**src/rtl/xz_cond_pkg.sv**
```systemverilog
// Shared definitions for the x/z input conditioner.
//   db_state_e          : per-channel debounce FSM state
//   SYNC_STAGES_DEF     : default synchronizer depth
//   DEBOUNCE_CYCLES_DEF : default number of qualifying samples
package xz_cond_pkg;

  typedef enum logic {
    STABLE = 1'b0,
    CHECK  = 1'b1
  } db_state_e;

  localparam int SYNC_STAGES_DEF     = 2;
  localparam int DEBOUNCE_CYCLES_DEF = 4;

endpackage

```
**src/rtl/xz_input_conditioner_debounce_ch.sv**
```systemverilog
// One conditioner channel: synchronizer chain, debounce FSM with counter,
// registered output level and registered one-cycle change strobe.
// Ports:
//   clk    : clock, rising edge
//   rst    : asynchronous active-high reset
//   raw_i  : raw asynchronous input
//   lvl_o  : debounced, registered level
//   chg_o  : one-cycle pulse concurrent with a new lvl_o value
module debounce_ch
  import xz_cond_pkg::*;
#(
  parameter int SYNC_STAGES     = SYNC_STAGES_DEF,
  parameter int DEBOUNCE_CYCLES = DEBOUNCE_CYCLES_DEF,
  parameter int CNT_W           = $clog2(DEBOUNCE_CYCLES)
) (
  input  logic clk,
  input  logic rst,
  input  logic raw_i,
  output logic lvl_o,
  output logic chg_o
);

  localparam logic [CNT_W-1:0] CNT_LAST = CNT_W'(DEBOUNCE_CYCLES - 1);

  logic [SYNC_STAGES-1:0] sync_q;
  logic                   s;

  db_state_e              state_q, state_d;
  logic [CNT_W-1:0]       cnt_q, cnt_d;
  logic                   lvl_q, lvl_d;
  logic                   chg_q, chg_d;

  // Synchronizer: stage 0 captures the raw line, last stage is the clean sample.
  always_ff @(posedge clk or posedge rst) begin
    if (rst) begin
      sync_q <= '0;
    end else begin
      sync_q <= {sync_q[SYNC_STAGES-2:0], raw_i};
    end
  end

  assign s = sync_q[SYNC_STAGES-1];

  always_ff @(posedge clk or posedge rst) begin
    if (rst) begin
      state_q <= STABLE;
      cnt_q   <= '0;
      lvl_q   <= 1'b0;
      chg_q   <= 1'b0;
    end else begin
      state_q <= state_d;
      cnt_q   <= cnt_d;
      lvl_q   <= lvl_d;
      chg_q   <= chg_d;
    end
  end

  // cnt counts consecutive samples disagreeing with the output; any agreeing
  // sample drops back to STABLE so a bounce restarts qualification from zero.
  always_comb begin
    state_d = state_q;
    cnt_d   = cnt_q;
    lvl_d   = lvl_q;
    chg_d   = 1'b0;
    case (state_q)
      STABLE: begin
        if (s != lvl_q) begin
          state_d = CHECK;
          cnt_d   = CNT_W'(1);
        end
      end
      CHECK: begin
        if (s == lvl_q) begin
          state_d = STABLE;
          cnt_d   = '0;
        end else if (cnt_q == CNT_LAST) begin
          lvl_d   = s;
          chg_d   = 1'b1;
          state_d = STABLE;
          cnt_d   = '0;
        end else begin
          cnt_d = cnt_q + CNT_W'(1);
        end
      end
      default: begin
        state_d = STABLE;
        cnt_d   = '0;
      end
    endcase
  end

  assign lvl_o = lvl_q;
  assign chg_o = chg_q;

endmodule

```
**src/rtl/xz_input_conditioner.sv**
```systemverilog
// Two-channel synchronizer/debouncer ahead of the x/z sequence FSM.
// Ports:
//   clk          : clock, rising edge
//   rst          : asynchronous active-high reset
//   x_raw, z_raw : raw asynchronous inputs
//   x, z         : debounced registered levels
//   x_chg, z_chg : one-cycle strobes concurrent with a new x / z value
module xz_input_conditioner
  import xz_cond_pkg::*;
#(
  parameter  int SYNC_STAGES     = SYNC_STAGES_DEF,
  parameter  int DEBOUNCE_CYCLES = DEBOUNCE_CYCLES_DEF,
  localparam int CNT_W           = $clog2(DEBOUNCE_CYCLES)
) (
  input  logic clk,
  input  logic rst,
  input  logic x_raw,
  input  logic z_raw,
  output logic x,
  output logic z,
  output logic x_chg,
  output logic z_chg
);

  if (SYNC_STAGES < 2 || DEBOUNCE_CYCLES < 2) begin : g_param_chk
    $error("xz_input_conditioner: SYNC_STAGES and DEBOUNCE_CYCLES must be >= 2");
  end

  debounce_ch #(
    .SYNC_STAGES    (SYNC_STAGES),
    .DEBOUNCE_CYCLES(DEBOUNCE_CYCLES),
    .CNT_W          (CNT_W)
  ) u_x_ch (
    .clk  (clk),
    .rst  (rst),
    .raw_i(x_raw),
    .lvl_o(x),
    .chg_o(x_chg)
  );

  debounce_ch #(
    .SYNC_STAGES    (SYNC_STAGES),
    .DEBOUNCE_CYCLES(DEBOUNCE_CYCLES),
    .CNT_W          (CNT_W)
  ) u_z_ch (
    .clk  (clk),
    .rst  (rst),
    .raw_i(z_raw),
    .lvl_o(z),
    .chg_o(z_chg)
  );

endmodule

```
**config.mk**
```make
export PLATFORM = sky130hd
export DESIGN_NAME = xz_input_conditioner
export DESIGN_NICKNAME = d
export VERILOG_FILES = /design/src/rtl/xz_cond_pkg.sv /design/src/rtl/xz_input_conditioner_debounce_ch.sv /design/src/rtl/xz_input_conditioner.sv
export SDC_FILE = /design/constraint.sdc
export NUM_CORES = 1
export LEC_CHECK = 0
export BUFFER_PORTS_ARGS = -buffer_cell sky130_fd_sc_hd__buf_2
export CORE_AREA = 2 2 39 41
export CTS_BUF_LIST = sky130_fd_sc_hd__clkbuf_4 sky130_fd_sc_hd__clkbuf_8
export CTS_CLUSTER_DIAMETER = 30
export CTS_CLUSTER_SIZE = 40
export DETAILED_ROUTE_END_ITERATION = 10
export DIE_AREA = 0 0 41 43
export MAX_ROUTING_LAYER = met4
export PLACE_DENSITY_LB_ADDON = 0.15
export REMOVE_ABC_BUFFERS = 1
export SYNTH_ARGS = -nofsm -noshare
export SYNTH_HDL_FRONTEND = slang
export SYNTH_SLANG_ARGS = --single-unit
export TNS_END_PERCENT = 5
```
**constraint.sdc**
```tcl
create_clock -name clk -period 1.1 [get_ports clk]
set_input_delay 0.11 -clock clk [delete_from_list [all_inputs] [get_ports clk]]
set_output_delay 0.11 -clock clk [all_outputs]
set_load 0.02 [all_outputs]
```
==> impl_metrics.yaml, run 1 <==
route:
  routed_wirelength_um: 850
  drtIter0Drc: 6
  vias_per_cell: 4.68
  drc: 0
  vias: 351
  drt_pass1_iterations: 4
  wl_per_cell_um: 11.3
  postRouteAntennaNets: 0
critical_path:
  cp_max_fo: 3
  critPathArrivalTime_ns: 1.25
  startpoint_type: "flop"
  worstSetupPathType: "reg2reg"
  cp-end-kind: "flop"
  crit_required_ns: 1.25
global_routing:
  antenna_found_initial: 0
  grtUsageTotal: 0.123
  overflow: 0
  grt_pass1_wl_mm: 1.37
  grt_pass1_vias: 350
  grt_max_degree: 15
placed_design:
  dpl.hpwl_um: 588
  io_buffer_count: 7
  dp.cells: 64
  gp_congestion: 0.734
  dpl_cell_area_um2: 597
  place_ws_ns: -0.0485
cells_and_area:
  mostFrequentLayoutCell: "dfrtp_1"
  fin_util: 0.512
  drive_above_1_share: 0.407
  stdcell_area_um2: 708
  n_antenna_cell: 0
  fin_nets: 67
  areaGrowthSynthToFinish_pct: 34.4
  mostFrequentLayoutCells: "dfrtp_1, buf_2, buf_4, clkbuf_4, dlygate4sd3_1"
  instances_no_fill: 75
  n_fill_cell: 122
sta:
  fmax_mhz: 911
  slew_violations: 0
  finalHoldViolations: 0
  setup_violations: 0
  tightest_slew_ns: 0.511
  min_period_ns: 1.10
  finalCritPeriodShare: 0.998
  relSlewSlack: 0.659
  rsz0062_at_grt: "yes"
  worst_clock_skew_ns: 0.000398
  hold_slack_ns: 0.358
  fin_ws_ns: 0.00273
synth:
  synth_cell_types: 13
  yosys_register_bits: 14
  synthCells: 39
  ys_seq_area_frac: 0.665
  synth.avg_cell_area_um2: 13.5
  syn-cell-area_um2: 527
  yosys_warnings: 0
clock_network:
  clk_pin_slew_ns: 0.08
  clock-root-buffer: "clkbuf_4"
  clk_path_buf_depth: 2
  cts_buffers: 3
  cts_tree: "done"
  cts.sinks: 14
  htree_levels: 1
  clk_latency_ns: 0.26
floorplanning:
  fp.dieW_um: 41
  start_util: 0.381
  coreArea_um2: 1380
  die_y_um: 43
  pin_count: 8
  core.rowCount: 14
  dieArea_um2: 1760
status:
  status: "finished clean"
pwr:
  p_per_area_nw_per_um2: 2530
  p_leak_nw: 0.350
  peakVddDrop_uv: 1140
flow_run:
  maxCapViolations: 0
hold_path:
  hold_path_class: "reg2reg"
==> worst max-delay path, cell delays in order (launching register included) <==
cell     delay [ns]
dfrtp_1        0.40
ha_2           0.21
nand2_2        0.08
mux2_4         0.29
==> Yosys cell counts, drive strengths merged <==
cell type / instances / area (µm²)
xnor2: 2 / 17.5
ha: 2 / 25.0
nand2: 4 / 15.0
nand2b: 2 / 12.5
o21a: 2 / 15.0
a21oi: 2 / 10.0
dfrtp: 14 / 350
nor2: 2 / 7.51
inv: 1 / 3.75
o21ai: 2 / 10.0
mux2i: 2 / 20.0
xor2: 2 / 17.5
mux2: 2 / 22.5
==> cell type report <==
cell class / count / area (µm²) / share of cell area
Clock buffer: 3 / 22.5 / 0.0318
Inverter: 1 / 3.75 / 0.00530
Multi-Input combinational cell: 24 / 194 / 0.274
Sequential cell: 14 / 350 / 0.495
Tap cell: 16 / 20.0 / 0.0283
Timing Repair Buffer: 17 / 118 / 0.166
==> power breakdown <==
group / leakage, nW / internal [W] / total [W] / switching, W
sequential: 0.171 / 0.000668 / 0.000815 / 0.000147
clock: 0.0138 / 0.000126 / 0.000267 / 0.000141
combinational: 0.165 / 0.000401 / 0.000706 / 0.000305
total: 0.350 / 0.00120 / 0.00179 / 0.000593
==> layer usage <==
metal,up-vias,GRT usage,share of wire
met1,175,0.137,0.45
met2,8,0.194,0.52
met3,0,0.0471,0.029
li1,168,-,-
met5,-,-,0
met4,0,0.0400,0
==> what timing repair did <==
item,CTS,global route
gates resized for setup,6,2
pin swaps,1,1
endpoints found under the setup margin,3,3
hold buffers,3,0
endpoints found under the hold margin,16,0
buffers inserted,2,3
gates cloned,0,0
==> worst paths after layout <==
kind                                        from          endpoint  slack [ns]  cells after the start
worst max-delay path             u_z_ch.cnt_q[1]      u_z_ch.lvl_o       0.003                      3
worst min-delay path            u_x_ch.sync_q[0]  u_x_ch.sync_q[1]        0.36                      0
worst max register to register   u_z_ch.cnt_q[1]      u_z_ch.lvl_o       0.003                      3
worst min register to register  u_x_ch.sync_q[0]  u_x_ch.sync_q[1]        0.36                      0
max in group asynchronous                    rst   u_x_ch.cnt_q[1]        0.35                      3
min in group asynchronous                    rst  u_x_ch.sync_q[0]        0.41                      3
==> metrics by stage <==
stage	power (W)	setup TNS, ns
after floorplan	0.00117	-0.00527
after global placement	0.00130	-0.0232
after detailed placement	0.00136	-0.0936
after CTS	0.00171	-0.00148
after global routing	0.00192	-0.0242
final	0.00179	0
==> state kept, by name, indices dropped and copies added, names as in the netlist <==
name,flops
u_z_ch.cnt_q,2
u_x_ch.chg_o,1
u_z_ch.lvl_o,1
u_x_ch.lvl_o,1
u_z_ch.chg_o,1
u_z_ch.sync_q,2
u_x_ch.sync_q,2
u_x_ch.state_q,1
u_x_ch.cnt_q,2
u_z_ch.state_q,1
==> cell families after synthesis <==
| group | after synthesis | synth area share |
|---|---|---|
| simple gates | 8 | 0.0665 |
| compound gates | 6 | 0.0665 |
| flops | 14 | 0.665 |
| mux | 4 | 0.0808 |
| xor+xnor | 4 | 0.0665 |
| fa+ha+maj | 2 | 0.0475 |
| buf+inv | 1 | 0.00712 |
(Power assumes the default switching activity.)
==> inputs of run 2 (changes only) <==
--- a/config.mk
+++ b/config.mk
@@ -6,12 +6,12 @@
 export NUM_CORES = 1
 export LEC_CHECK = 0
 export BUFFER_PORTS_ARGS = -buffer_cell sky130_fd_sc_hd__buf_2
-export CORE_AREA = 2 2 39 41
+export CORE_MARGIN = 2
+export CORE_UTILIZATION = 35
 export CTS_BUF_LIST = sky130_fd_sc_hd__clkbuf_4 sky130_fd_sc_hd__clkbuf_8
-export CTS_CLUSTER_DIAMETER = 30
+export CTS_CLUSTER_DIAMETER = 60
 export CTS_CLUSTER_SIZE = 40
 export DETAILED_ROUTE_END_ITERATION = 10
-export DIE_AREA = 0 0 41 43
 export MAX_ROUTING_LAYER = met4
 export PLACE_DENSITY_LB_ADDON = 0.15
 export REMOVE_ABC_BUFFERS = 1
==> run 2 against run 1 <==
- wire length grew 4.9%
- die area grew 3.9%
- sequential share of layout area grew 0.44 points
- register-to-register slack is essentially flat
- clock-buffer cell count grew 1
- design area shrank 0.88%
- via count shrank 1.4%
- sequential power is essentially flat
- clock skew grew 0.0033 ns
- critical path type unchanged
==> impl_metrics.yaml, run 2 (synthesis results as in run 1) <==
global_routing:
  use_met1: 0.117
  grtUsageTotal: 0.133
  use_met3: 0.0426
  use_met2: 0.233
  grt_pass1_wl_mm: 1.66
  antenna_found_initial: 0
  overflow: 0
  grt_max_degree: 15
  busiest_layer: "met2"
  grt_pass1_vias: 415
clock_network:
  clock-root-buffer: "clkbuf_4"
  clk_path_buf_depth: 2
  htree_levels: 1
  cts_tree: "done"
  clk_latency_ns: 0.27
  cts.sinks: 14
  cts_buffers: 3
  clk_pin_slew_ns: 0.08
critical_path:
  critPathArrivalTime_ns: 1.25
  rr_worst_depth: 3
  timing.rr.end: "u_z_ch.lvl_o"
  cp_max_fo: 3
  worstSetupPathType: "reg2reg"
  reg2reg_slack_ns: 0.009
  startpoint_type: "flop"
  cp-end-kind: "flop"
  crit_required_ns: 1.26
  worstReg2RegStart: "u_z_ch.cnt_q[1]"
floorplanning:
  pin_count: 8
  start_util: 0.390
  dieArea_um2: 1830
  fp.dieW_um: 42.8
  coreArea_um2: 1350
  die_y_um: 42.8
  core.rowCount: 13
flow_run:
  maxCapViolations: 0
cells_and_area:
  fin_nets: 65
  mostFrequentLayoutCell: "dfrtp_1"
  areaGrowthSynthToFinish_pct: 33.3
  mostFrequentLayoutCells: "dfrtp_1, buf_2, buf_4, clkbuf_4, dlygate4sd3_1"
  n_antenna_cell: 0
  drive_above_1_share: 0.379
  instances_no_fill: 73
placed_design:
  place_ws_ns: -0.0466
  gp_congestion: 0.609
  dpl.hpwl_um: 663
  io_buffer_count: 7
  dp.cells: 64
sta:
  min_period_ns: 1.09
  relSlewSlack: 0.668
  fmax_mhz: 916
  hold_slack_ns: 0.354
  slew_violations: 0
  worst_clock_skew_ns: 0.00368
  fin_ws_ns: 0.00862
  finalCritPeriodShare: 0.992
  tightest_slew_ns: 0.498
  rsz0062_at_grt: "yes"
  finalHoldViolations: 0
  setup_violations: 0
route:
  vias_per_cell: 4.74
  postRouteAntennaNets: 0
  wl_per_cell_um: 12.2
  drt_pass1_iterations: 2
  drc: 0
  routed_wirelength_um: 892
  vias: 346
  drtIter0Drc: 1
hold_path:
  hold_path_class: "reg2reg"
  hp-start: "u_z_ch.sync_q[0]"
  min_path_cells: 0
  whs_endpoint: "u_z_ch.sync_q[1]"
pwr:
  p_per_area_nw_per_um2: 2590
  peakVddDrop_uv: 1180
  finalPower_w: 0.00182
  p_leak_nw: 0.348
status:
  status: "finished clean"
run 2: metal layers:
layer / wire (µm) / vias up
met3: 32 / 4
met1: 340 / 165
met4: 27 / 0
li1: - / 167
met5: 0 / -
met2: 492 / 10
run 2: report_power, final:
part | internal [W] | switching (W) | total (W)
sequential | 0.000668 | 0.000144 | 0.000812
combinational | 0.000365 | 0.000291 | 0.000657
clock | 0.000201 | 0.000148 | 0.000349
run 2: how the worst max path moves through the flow:
| stage | startpoint | end | cells past startpoint |
|---|---|---|---|
| after detailed placement | u_z_ch.cnt_q[0] | u_z_ch.lvl_o | 3 |
| final | u_z_ch.cnt_q[1] | u_z_ch.lvl_o | 3 |
| after CTS | u_z_ch.cnt_q[1] | u_z_ch.lvl_o | 3 |
| after floorplan | u_z_ch.cnt_q[0] | u_z_ch.lvl_o | 3 |
| after global routing | u_x_ch.cnt_q[1] | u_x_ch.lvl_o | 3 |
| after global placement | u_z_ch.cnt_q[0] | u_z_ch.lvl_o | 3 |
run 2: cell type report:
type | instances | area (µm²)
flip-flops and latches | 14 | 350
multi-input cells | 24 | 190
inverters | 1 | 3.75
repair buffers | 15 | 103
fillers | 131 | 648
clock buffers | 4 | 36.3
well taps | 15 | 18.8
run 2: per-stage QoR:
stage	setup TNS [ns]	util	area, µm²
detailed placement	-0.0813	0.447	603
CTS	0	0.514	694
global route	-0.0583	0.520	702
floorplan	-0.00527	-	527
finish	0	0.520	702
global placement	-0.0242	0.447	603
run 2: timing repair:
action,in CTS,in global routing
endpoints found under the hold margin,16,0
hold buffers,3,0
endpoints found under the setup margin,3,3
buffers inserted,1,1
gates resized for setup,6,1
pin swaps,2,0
run 2: critical path, cell delays in order, from the launching register on:
cell	delay, ns
dfrtp_1	0.39
ha_2	0.21
nand2_2	0.08
mux2_4	0.29
==> inputs of run 3 (changes only) <==
--- a/config.mk
+++ b/config.mk
@@ -5,7 +5,9 @@
 export SDC_FILE = /design/constraint.sdc
 export NUM_CORES = 1
 export LEC_CHECK = 0
+export ABC_AREA = 1
 export BUFFER_PORTS_ARGS = -buffer_cell sky130_fd_sc_hd__buf_2
+export CORE_ASPECT_RATIO = 0.8
 export CORE_MARGIN = 2
 export CORE_UTILIZATION = 35
 export CTS_BUF_LIST = sky130_fd_sc_hd__clkbuf_4 sky130_fd_sc_hd__clkbuf_8
==> run 3 against run 2 <==
- critical endpoint is now u_z_ch.cnt_q[1]
- register-to-register slack improved by 0.09 ns
- clock-buffer cell count unchanged
- sequential share of layout area decreased by 1.5 points
- non-clock buffer count shrank 4
- flip-flop and latch count stayed put
==> impl_metrics.yaml, run 3 <==
hold_path:
  hp-start: "u_x_ch.sync_q[0]"
  hold_path_class: "reg2reg"
cells_and_area:
  n_antenna_cell: 0
  mostFrequentLayoutCells: "nand2_1, dfrtp_1, inv_1, buf_2"
  seq_area_um2: 350
  fin_nets: 85
  drive_above_1_share: 0.231
  areaGrowthSynthToFinish_pct: 23.2
  instances_no_fill: 100
  mostFrequentLayoutCell: "nand2_1"
  n_fill_cell: 175
  multi_input_area_um2: 195
clock_network:
  clock-root-buffer: "clkbuf_4"
  clk_pin_slew_ns: 0.08
  cts_buffers: 3
  clk_path_buf_depth: 2
  htree_levels: 1
  clk_latency_ns: 0.27
  cts.sinks: 14
  cts_tree: "done"
critical_path:
  worstSetupPathType: "reg2reg"
  critPathArrivalTime_ns: 1.17
  crit_required_ns: 1.27
  startpoint_type: "flop"
  startpoint: "u_z_ch.cnt_q[0]"
  cp-end-kind: "flop"
  worstReg2RegStart: "u_z_ch.cnt_q[0]"
  cp_max_fo: 3
route:
  vias: 416
  drt_pass1_iterations: 4
  postRouteAntennaNets: 0
  drc: 0
  routed_wirelength_um: 895
  wl_per_cell_um: 8.95
  drtIter0Drc: 9
  vias_per_cell: 4.16
sta:
  worst_clock_skew_ns: 0.00191
  hold_slack_ns: 0.353
  fmax_mhz: 998
  slew_violations: 0
  finalHoldViolations: 0
  min_period_ns: 1.00
  relSlewSlack: 0.655
  tns_ns: 0
  fin_ws_ns: 0.0982
  setup_violations: 0
  rsz0062_at_grt: "no"
  tightest_slew_ns: 0.517
  finalCritPeriodShare: 0.911
floorplanning:
  start_util: 0.368
  core.rowCount: 13
  fp.dieW_um: 49.8
  pin_count: 8
  dieArea_um2: 2020
  coreArea_um2: 1590
  die_y_um: 40.6
synth:
  synth.top_cells.by_count: "nand2_1, dfrtp_1, inv_1, nand2_2, nor2_1"
  synth_area_leaders: "dfrtp_1, nand2_1, inv_1"
  muxShareOfSynthArea: 0
  ys_seq_area_frac: 0.597
  synth_edf_count: 0
  synth-main-ff-cell: "dfrtp_1"
  synth.avg_cell_area_um2: 9.31
  synth-simple-area-share: 0.226
  yosys_register_bits: 14
  yosys.area.top_type: "dfrtp_1"
  syn-cell-area_um2: 587
  async_flop_share: 1.00
  synthAdderAreaFrac: 0.0426
  yosys_warnings: 0
  synthCells: 63
  synth_compound_area_frac: 0.0640
  synth_cell_types: 11
  synth_top_area_frac: 0.597
  synth_top_family_by_area: "simple AND/OR/NAND/NOR gates"
  synth-xor-area-share: 0
  yosysMostFrequentCell: "nand2_1"
placed_design:
  place_ws_ns: 0.0811
  gp_congestion: 0.694
  dpl.hpwl_um: 671
  dp.cells: 92
  io_buffer_count: 7
global_routing:
  grtUsageTotal: 0.130
  overflow: 0
  antenna_found_initial: 0
  grt_pass1_vias: 374
  grt_pass1_wl_mm: 1.68
  grt_max_degree: 15
pwr:
  p_per_area_nw_per_um2: 2370
  peakVddDrop_uv: 1140
  p_leak_nw: 0.390
status:
  status: "finished clean"
flow_run:
  maxCapViolations: 0
## run 3: path summary, 6_finish.rpt
kind	to	slack, ns	cells past startpoint
min in group asynchronous	u_x_ch.sync_q[0]	0.40	3
max	u_z_ch.cnt_q[1]	0.1	4
max reg2reg	u_z_ch.cnt_q[1]	0.1	4
min	u_x_ch.sync_q[1]	0.35	0
min reg2reg	u_x_ch.sync_q[1]	0.35	0
max in group asynchronous	u_z_ch.cnt_q[1]	0.35	3
## run 3: final cells by class
class / instances / share of cell area
clock buffer: 4 / 0.0502
inverter: 11 / 0.0571
multi-input combinational: 38 / 0.270
sequential: 14 / 0.484
timing repair buffer: 11 / 0.100
tap: 22 / 0.0381
## run 3: power by group
group / switching (W) / internal [W]
clock: 0.000155 / 0.000201
combinational: 0.000328 / 0.000242
sequential: 0.000132 / 0.000659
total: 0.000615 / 0.00110
## run 3: critical path, stage by stage, from the launching register on
cell and delay (ns):
dfrtp_1 0.40, ha_1 0.29, nand2_1 0.06, nand3b_1 0.10, nand2_1 0.05
## run 3: cells by family (layout without fill, tap and decap cells)
logic type | count (synthesis) | after routing
compound gates | 6 | 6
fa+ha+maj | 2 | 2
buf+inv | 11 | 26
flops | 14 | 14
simple gates | 30 | 30
## run 3: repair_timing
action                     in CTS  in global routing
setup endpoints to repair       0                  2
hold endpoints to repair       16                  0
gates resized for setup         0                  1
hold buffers                    3                  0
buffers inserted                0                  1
## run 3: metal layers
metal | wire length, µm | part of all wire | global-route usage
met1 | 460 | 0.51 | 0.161
met3 | 59 | 0.066 | 0.0766
met5 | 0 | 0 | -
met2 | 366 | 0.41 | 0.167
met4 | 9 | 0.010 | 0.0625
## run 3: metrics by stage
stage	utilization	area, µm²	power (W)
global placement	0.407	649	0.00133
floorplan	-	587	0.00119
global route	0.454	723	0.00191
CTS	0.449	716	0.00172
finish	0.454	723	0.00172
detailed placement	0.407	649	0.00134
